<file path="src/rtl/bus_cycle_sequencer.sv">
// bus_cycle_sequencer: 68030 bus cycle sequencer that sits between address decode
// and the CPU bus pins. It counts per-device wait states or waits for an external
// acknowledge, drives DSACK1/DSACK0 for the latched port width, raises BERR for
// unmapped cycles, and owns the sticky boot vector_fetched flag.
// Optional feature macro: BUS_TIMEOUT_EN (abort stalled cycles with BERR after
// TIMEOUT_CYCLES clocks in WAIT/EXTWAIT).
module bus_cycle_sequencer #(
    parameter int          NUM_DEVICES    = 16,
    parameter logic [63:0] WAIT_STATES    = 64'h0000_0000_0000_0000,
    parameter logic [15:0] EXT_ACK_MASK   = 16'h0000,
    parameter int          TIMEOUT_CYCLES = 255,
    parameter int          VECTOR_CYCLES  = 4
) (
    input  logic       clock,
    input  logic       reset,
    input  logic       as,
    input  logic [3:0] device_index,
    input  logic [1:0] port_width,
    input  logic       ext_ack,
    output logic [1:0] dsack_n,
    output logic       berr_n,
    output logic       vector_fetched,
    output logic       cycle_active
);

    typedef enum logic [2:0] {
        S_IDLE,
        S_WAIT,
        S_EXTWAIT,
        S_ACK,
        S_ERROR
    } state_t;

    localparam int VW = $clog2(VECTOR_CYCLES + 1);

    state_t          state_q, state_d;
    logic [3:0]      wait_cnt_q, wait_cnt_d;
    logic [1:0]      width_q, width_d;
    logic            armed_q, armed_d;
    logic [VW-1:0]   vector_cnt_q, vector_cnt_d;
    logic            vector_fetched_q, vector_fetched_d;
    logic [1:0]      dsack_n_q, dsack_n_d;
    logic            berr_n_q, berr_n_d;
    logic            cycle_active_q, cycle_active_d;
    logic            unmapped;
    logic            timed_out;

    // A cycle that decodes to the null device, a null port or an index past the
    // populated device range can never be acknowledged, so it goes to ERROR.
    assign unmapped = (device_index == 4'd0) || (port_width == 2'd0) ||
                      (int'(device_index) >= NUM_DEVICES);

`ifdef BUS_TIMEOUT_EN
    localparam int TW = $clog2(TIMEOUT_CYCLES + 1);

    logic [TW-1:0] timeout_cnt_q, timeout_cnt_d;

    assign timed_out = (timeout_cnt_q == TW'(TIMEOUT_CYCLES));

    // Timeout counter: zero outside the stall states, counts every edge a cycle stays stalled.
    always_comb begin
        timeout_cnt_d = '0;
        if ((state_q == S_WAIT || state_q == S_EXTWAIT) && state_d == state_q) begin
            timeout_cnt_d = timeout_cnt_q + 1'b1;
        end
    end

    // Timeout counter register.
    always_ff @(posedge clock) begin
        if (!reset) begin
            timeout_cnt_q <= '0;
        end else begin
            timeout_cnt_q <= timeout_cnt_d;
        end
    end
`else
    logic unused_timeout;

    assign timed_out      = 1'b0;
    assign unused_timeout = (TIMEOUT_CYCLES > 0);
`endif

    // Next state, counters and the registered-output values derived from the next state.
    always_comb begin
        state_d          = state_q;
        wait_cnt_d       = wait_cnt_q;
        width_d          = width_q;
        armed_d          = armed_q | ~as;
        vector_cnt_d     = vector_cnt_q;
        vector_fetched_d = vector_fetched_q;

        case (state_q)
            S_IDLE: begin
                // A new cycle needs an as=0 sample since reset or the last cycle,
                // so a strobe left high across reset cannot start a cycle.
                if (as && armed_q) begin
                    armed_d = 1'b0;
                    width_d = port_width;
                    if (unmapped) begin
                        state_d = S_ERROR;
                    end else if (EXT_ACK_MASK[device_index]) begin
                        state_d = S_EXTWAIT;
                    end else begin
                        state_d    = S_WAIT;
                        wait_cnt_d = WAIT_STATES[{device_index, 2'b00} +: 4];
                    end
                end
            end
            S_WAIT: begin
                if (!as) begin
                    state_d    = S_IDLE;
                    wait_cnt_d = 4'd0;
                end else if (wait_cnt_q == 4'd0) begin
                    state_d = S_ACK;
                end else if (timed_out) begin
                    state_d    = S_ERROR;
                    wait_cnt_d = 4'd0;
                end else begin
                    wait_cnt_d = wait_cnt_q - 4'd1;
                end
            end
            S_EXTWAIT: begin
                // ext_ack is checked before the timeout so a coincident acknowledge wins.
                if (!as) begin
                    state_d = S_IDLE;
                end else if (ext_ack) begin
                    state_d = S_ACK;
                end else if (timed_out) begin
                    state_d = S_ERROR;
                end
            end
            S_ACK, S_ERROR: begin
                if (!as) begin
                    state_d = S_IDLE;
                end
            end
            default: begin
                state_d = S_IDLE;
            end
        endcase

        // Boot vector fetch: count acknowledged cycles until the vector is complete.
        if (state_d == S_ACK && state_q != S_ACK && !vector_fetched_q) begin
            vector_cnt_d = vector_cnt_q + 1'b1;
            if (vector_cnt_d == VW'(VECTOR_CYCLES)) begin
                vector_fetched_d = 1'b1;
            end
        end

        dsack_n_d = 2'b11;
        if (state_d == S_ACK) begin
            case (width_d)
                2'd1:    dsack_n_d = 2'b10;
                2'd2:    dsack_n_d = 2'b01;
                2'd3:    dsack_n_d = 2'b00;
                default: dsack_n_d = 2'b11;
            endcase
        end
        berr_n_d       = (state_d != S_ERROR);
        cycle_active_d = (state_d != S_IDLE);
    end

    // State, counters and registered bus outputs.
    always_ff @(posedge clock) begin
        if (!reset) begin
            state_q          <= S_IDLE;
            wait_cnt_q       <= 4'd0;
            width_q          <= 2'd0;
            armed_q          <= 1'b0;
            vector_cnt_q     <= '0;
            vector_fetched_q <= 1'b0;
            dsack_n_q        <= 2'b11;
            berr_n_q         <= 1'b1;
            cycle_active_q   <= 1'b0;
        end else begin
            state_q          <= state_d;
            wait_cnt_q       <= wait_cnt_d;
            width_q          <= width_d;
            armed_q          <= armed_d;
            vector_cnt_q     <= vector_cnt_d;
            vector_fetched_q <= vector_fetched_d;
            dsack_n_q        <= dsack_n_d;
            berr_n_q         <= berr_n_d;
            cycle_active_q   <= cycle_active_d;
        end
    end

    assign dsack_n        = dsack_n_q;
    assign berr_n         = berr_n_q;
    assign vector_fetched = vector_fetched_q;
    assign cycle_active   = cycle_active_q;

endmodule

</file>
<file path="config.mk">
export PLATFORM = sky130hd
export DESIGN_NAME = bus_cycle_sequencer
export DESIGN_NICKNAME = d
export VERILOG_FILES = /design/src/rtl/bus_cycle_sequencer.sv
export SDC_FILE = /design/constraint.sdc
export NUM_CORES = 1
export LEC_CHECK = 0
export BUFFER_PORTS_ARGS = -buffer_cell sky130_fd_sc_hd__buf_2
export CAP_MARGIN = 15
export CORE_ASPECT_RATIO = 1.5
export CORE_MARGIN = 2
export CORE_UTILIZATION = 45
export CTS_CLUSTER_DIAMETER = 200
export DETAILED_ROUTE_END_ITERATION = 8
export PLACE_DENSITY = 0.66
export SLEW_MARGIN = 20
export SYNTH_ARGS = -nofsm -noshare
export SYNTH_HDL_FRONTEND = slang
export SYNTH_SLANG_ARGS = --single-unit
</file>
<file path="constraint.sdc">
create_clock -name clock -period 2.1 [get_ports clock]
set_input_delay 0.42 -clock clock [delete_from_list [all_inputs] [get_ports clock]]
set_output_delay 0.42 -clock clock [all_outputs]
set_load 0.01 [all_outputs]
</file>
==> impl_metrics.ini, run 1 <==
[status]
status = completed

[global_routing]
first_global_vias = 672
grt_pass1_wl_um = 2700
gr-usage-met2_pct = 27.4
antenna_found_initial = 0
busiest_layer = met2
grt_max_degree = 18
overflow = 0
grt_util_met1_pct = 19.3
grtUsageTotal_pct = 16.4
met3_usage_pct = 2.26

[synth]
yosys_most_used_dff = dfxtp_1
synthesis.nets = 113
yosysWarnings = 0
ys_seq_area_share_pct = 40.7
post-synth-top-area-cell = dfxtp_1
synth_edf_count = 0
syn-instance-count = 99
avgSynthCellArea_sq_um = 8.95
synth_seq_cells = 18
async_reset_ff_share_pct = 0
synth_area_leaders = dfxtp_1, ha_1, a21oi_1, nand2_1, nor2b_1
synth_top_area_share_pct = 40.7
netlist_area_sq_um = 886
ys_types = 37

[timing]
timing.final.max_slew_violations = 0
skew_ns = 0.000762
fin_crit_sh_pct = 76.3
hold_ws_ns = 0.376
tightest_slew_ns = 0.488
setup_tns_ns = 0
rsz0062_at_grt = false
fin_crit_ns = 1.60
fmax_mhz = 624
slew_headroom_pct = 67.4
hold_viol_final = 0
setup_viol = 0

[critical_path]
slowest_delay_ns = 0.38
start_kind = flip-flop
critPathSlowestCell = nor3b_2
path_delay_family = simple AND/OR/NAND/NOR gates
path_buf_inv = 1
cp.required_ns = 2.28
critPathKind = flip-flop to flip-flop
worst_setup_path_end_kind = flip-flop
path_cells = inv_1 -> ha_1 -> nor3b_2 -> o2bb2ai_1 -> nand2_1 -> mux2i_1
cp_data_arrival_time_ns = 1.79
cp_max_fo = 6

[clocking]
htree_num_levels = 1
cts_hold_buf = 0
root_buffer = clkbuf_4
clock_latency_ns = 0.29
cts.path.max_buffers = 2
clkSlewWorstSetupHoldPaths_ns = 0.10
numCtsBuffers = 3
cts_sinks = 18
cts_setup_buffers = 0
cts_resized = 0
cts_tree = yes

[power]
p_sw_mw = 0.139
ir_drop_uv = 443
seq_power_share_pct = 57.8
clkPwrFrac_pct = 34.1
pwr-share-comb_pct = 8.1
intPower_mw = 0.475
power_leakage_nw = 0.389
p_sw_share_pct = 22.6
power_density_nw_per_um2 = 614

[hold_path]
hp-class = input pin to flip-flop

[place]
routabilityCongestion = 0.701
io_buffers = 14
dp_hpwl_um = 1280

[routing]
first_pass_iters = 4
vias = 757
drtIter0Drc = 10
viasPerCell = 5.69
wire_per_inst_um = 12.2
finalWirelength_um = 1620
remaining_drc_errors = 0
ant_nets = 0

[layout]
post-route-util_pct = 53.8
layout_common_cells = dfxtp_1, buf_2, nand2_1
nNetsFinal = 127
diodes = 0
drive_above_1_share_pct = 24.1
num-fill-cells = 185
final_common_cell = dfxtp_1
synthToLayoutAreaGrowth_pct = 12.7

[die]
fp.dieH_um = 58.3
fp.dieArea_sq_um = 2350
core_area_sq_um = 1850
chipWidth_um = 40.2
io_pins = 15
rows = 19
initial_core_util_pct = 47.8

[flow_run]
drv_cap = 0
metal layers:
metal | share of wire, % | wire length [um] | vias to the layer above
li1 | - | - | 390
met1 | 43 | 697 | 352
met2 | 53 | 859 | 13
met3 | 2.8 | 46 | 2
met4 | 0.87 | 14 | 0
met5 | 0 | 0 | -
path summary, 6_finish.rpt:
check             cells after the start  slack [ns]              end     startpoint
setup reg to reg                      6        0.50  vector_cnt_q[0]  wait_cnt_q[0]
hold reg to reg                       2        0.47       width_q[1]     width_q[1]
setup / recovery                      6        0.50  vector_cnt_q[0]  wait_cnt_q[0]
hold / removal                        2        0.38          armed_q             as
logic make-up after synthesis:
group                      share of synthesized area, %
AOI/OAI and AO/OA                                  22.5
xor gates and xnor gates                          0.989
adders and majority gates                          5.65
buffers and inverters                              3.95
DFF                                                40.7
muxes                                              2.26
and+or+nand+nor                                    24.0
state kept, by name, indices dropped and copies added (netlist names):
| register | cells |
|---|---|
| armed_q | 1 |
| berr_n | 1 |
| cycle_active | 1 |
| dsack_n | 2 |
| state_q | 3 |
| vector_cnt_q | 3 |
| vector_fetched | 1 |
| wait_cnt_q | 4 |
| width_q | 2 |
stage by stage:
step                      worst slack [ns]  total power, mW  cells  instance area (sq um)
final                                0.498            0.613    133                    998
after floorplan                      0.503            0.394     99                    886
after CTS                            0.496            0.625    133                    998
after global routing                 0.358            0.643    133                    998
after global placement               0.380            0.412    129                    962
after detailed placement             0.368            0.413    129                    962
final cells by class:
type	instances	area, sq um	area share (%)
multi-input combinational	72	490	49.1
inverter	4	15.0	1.50
tap	21	26.3	2.63
sequential	18	360	36.1
timing repair buffer	14	70.1	7.02
clock buffer	4	36.3	3.63
power groups by stage:
stage / Clock [mW] / Combinational (mW) / Sequential, mW
floorplan: 0 / 0.0357 / 0.359
global placement: 0 / 0.0494 / 0.362
detailed placement: 0 / 0.0499 / 0.363
CTS: 0.220 / 0.0501 / 0.355
global route: 0.232 / 0.0551 / 0.356
finish: 0.209 / 0.0495 / 0.355
cell usage after synthesis, drive strengths merged (2+ instances only):
cell,count
or4,2
dfxtp,18
o21a,2
nor4,3
nand4,3
inv,4
o41ai,2
nor2,7
o21ai,5
nand2,10
nor3b,2
ha,4
buf,2
nor2b,5
clkbuf,3
mux2i,2
a21oi,9
(Power assumes the default switching activity.)
==> run 2, diff against run 1 <==
PLACE_DENSITY = 0.69   (was 0.66)
clock period = 1.3 ns   (was 2.1 ns; I/O delays follow)
==> run 2 against run 1 <==
Against the previous run:
- the flow now finishes with violations (negative setup slack)
- final cell count grew 14%
- clock power grew 65%
- sequential cell count is the same
- global-route usage grew 6.6 points
- non-clock buffer count grew 18
- routed wire length grew 31%
- design area grew 17%
- combinational power grew 120%
- die area is the same
- core utilization grew 9.3 points
- total power grew 66%
- fmax grew 12%
- largest cell class unchanged
==> impl_metrics.ini, run 2 (same netlist as run 1, synthesis figures left out) <==
[status]
status = complete, but fails checks
failed_checks = negative setup slack

[clocking]
htree_num_levels = 1
clkSlewWorstSetupHoldPaths_ns = 0.10
cts_sinks = 18
numCtsBuffers = 3
cts_tree = yes
clock_latency_ns = 0.29
cts.path.max_buffers = 2
root_buffer = clkbuf_4

[routing]
wire_per_inst_um = 14.0
first_pass_iters = 4
remaining_drc_errors = 0
finalWirelength_um = 2120
viasPerCell = 5.81
vias = 878
ant_nets = 0
drtIter0Drc = 16

[timing]
skew_ns = 0.00178
fin_crit_ns = 1.42
fin_crit_sh_pct = 110
slew_headroom_pct = 78.2
hold_ws_ns = 0.236
setup_viol = 10
fin_ws_ns = -0.125
fmax_mhz = 702
hold_viol_final = 0
tightest_slew_ns = 0.327
timing.final.max_slew_violations = 0
rsz0062_at_grt = true

[critical_path]
slowest_delay_ns = 0.34
path_cells = inv_2 -> ha_4 -> nor3b_4 -> nor4_2 -> nor2b_1 -> o221a_2
rrSetupSlack_ns = -0.12
regToRegEndpoint = wait_cnt_q[3]
worst_setup_path_end_kind = flip-flop
cp_max_fo = 6
cp_data_arrival_time_ns = 1.62
start_kind = flip-flop
reg2reg_depth = 6
r2r_start = wait_cnt_q[1]
path_delay_family = simple AND/OR/NAND/NOR gates
cp.required_ns = 1.50
critPathKind = flip-flop to flip-flop
crit_cells = 6
path_buf_inv = 1
critPathSlowestCell = dfxtp_2
crit_start = wait_cnt_q[1]

[die]
initial_core_util_pct = 47.8
rows = 19
chipWidth_um = 40.2
io_pins = 15
core_area_sq_um = 1850
fp.dieH_um = 58.3
fp.dieArea_sq_um = 2350

[global_routing]
overflow = 0
first_global_vias = 931
grtUsageTotal_pct = 23.0
antenna_found_initial = 0
grt_max_degree = 11
grt_pass1_wl_um = 3690

[hold_path]
min_to = armed_q
min-delay-start = as
timing.hold.worst_path_depth = 2
hp-class = input pin to flip-flop

[place]
io_buffers = 14
dp_hpwl_um = 1630
routabilityCongestion = 0.810

[power]
power_density_nw_per_um2 = 872
ir_drop_uv = 512
power_leakage_nw = 0.491
fin_total_pwr_mw = 1.02

[layout]
regMostFlops = wait_cnt_q
num-fill-cells = 162
synthToLayoutAreaGrowth_pct = 32.2
layout_common_cells = buf_4, dfxtp_1, buf_2
final_common_cell = buf_4
drive_above_1_share_pct = 40.8
reg_top3 = wait_cnt_q x4, state_q x3, vector_cnt_q x3
largest_reg_flops = 4
diodes = 0
nNetsFinal = 145

[flow_run]
drv_cap = 0
## run 2: cell types whose count changed in the layout (fill, tap and decap cells not counted), moves of 2 or more
cell | previous run | this run
buf_4 | 0 | 18
dfxtp_1 | 18 | 16
dfxtp_2 | 0 | 2
inv_1 | 4 | 2
inv_2 | 0 | 2
## run 2: how the worst max path moves through the flow
stage | to | slack, ns
2_1_floorplan | berr_n | -0.13
3_3_place_gp | berr_n | -0.25
3_5_place_dp | berr_n | -0.27
4_1_cts | wait_cnt_q[3] | -0.10
5_1_grt | wait_cnt_q[2] | -0.20
6_report | wait_cnt_q[3] | -0.12
## run 2: where the power goes
part / switching [mW] / internal [mW] / leakage [nW]
clock: 0.173 / 0.171 / 0.0210
sequential: 0.00688 / 0.560 / 0.147
combinational: 0.0592 / 0.0502 / 0.323
## run 2: metal layers
| layer | up-vias | share of wire (%) | global-route usage (%) |
|---|---|---|---|
| met4 | 0 | 4.5 | 15.7 |
| met5 | - | 0 | 0 |
| met3 | 13 | 3.7 | 6.42 |
| met1 | 415 | 39 | 23.8 |
| met2 | 28 | 53 | 37.8 |
| li1 | 422 | - | - |
## run 2: metrics by stage
step	std cells	area [sq um]	setup TNS, ns	utilization [%]	worst slack, ns
5_1_grt	151	1170	-1.67	63.2	-0.196
3_3_place_gp	145	1100	-1.86	59.3	-0.251
3_5_place_dp	145	1100	-2.17	59.3	-0.273
4_1_cts	151	1170	-0.716	63.0	-0.102
2_1_floorplan	99	903	-0.411	-	-0.130
6_report	151	1170	-0.923	63.2	-0.125
## run 2: layout make-up
type,count,area [sq um],area share (%)
clock buffer,4,36.3,3.10
timing repair buffer,32,205,17.5
tap,21,26.3,2.24
inverter,4,15.0,1.28
multi-input combinational,72,526,44.9
sequential,18,363,31.0
## run 2: what timing repair did
action / CTS / global route
endpoints found under the setup margin: 10 / 10
pin swaps: 3 / 0
gates resized for setup: 3 / 1
buffers inserted: 2 / 0
hold buffers: 0 / 0
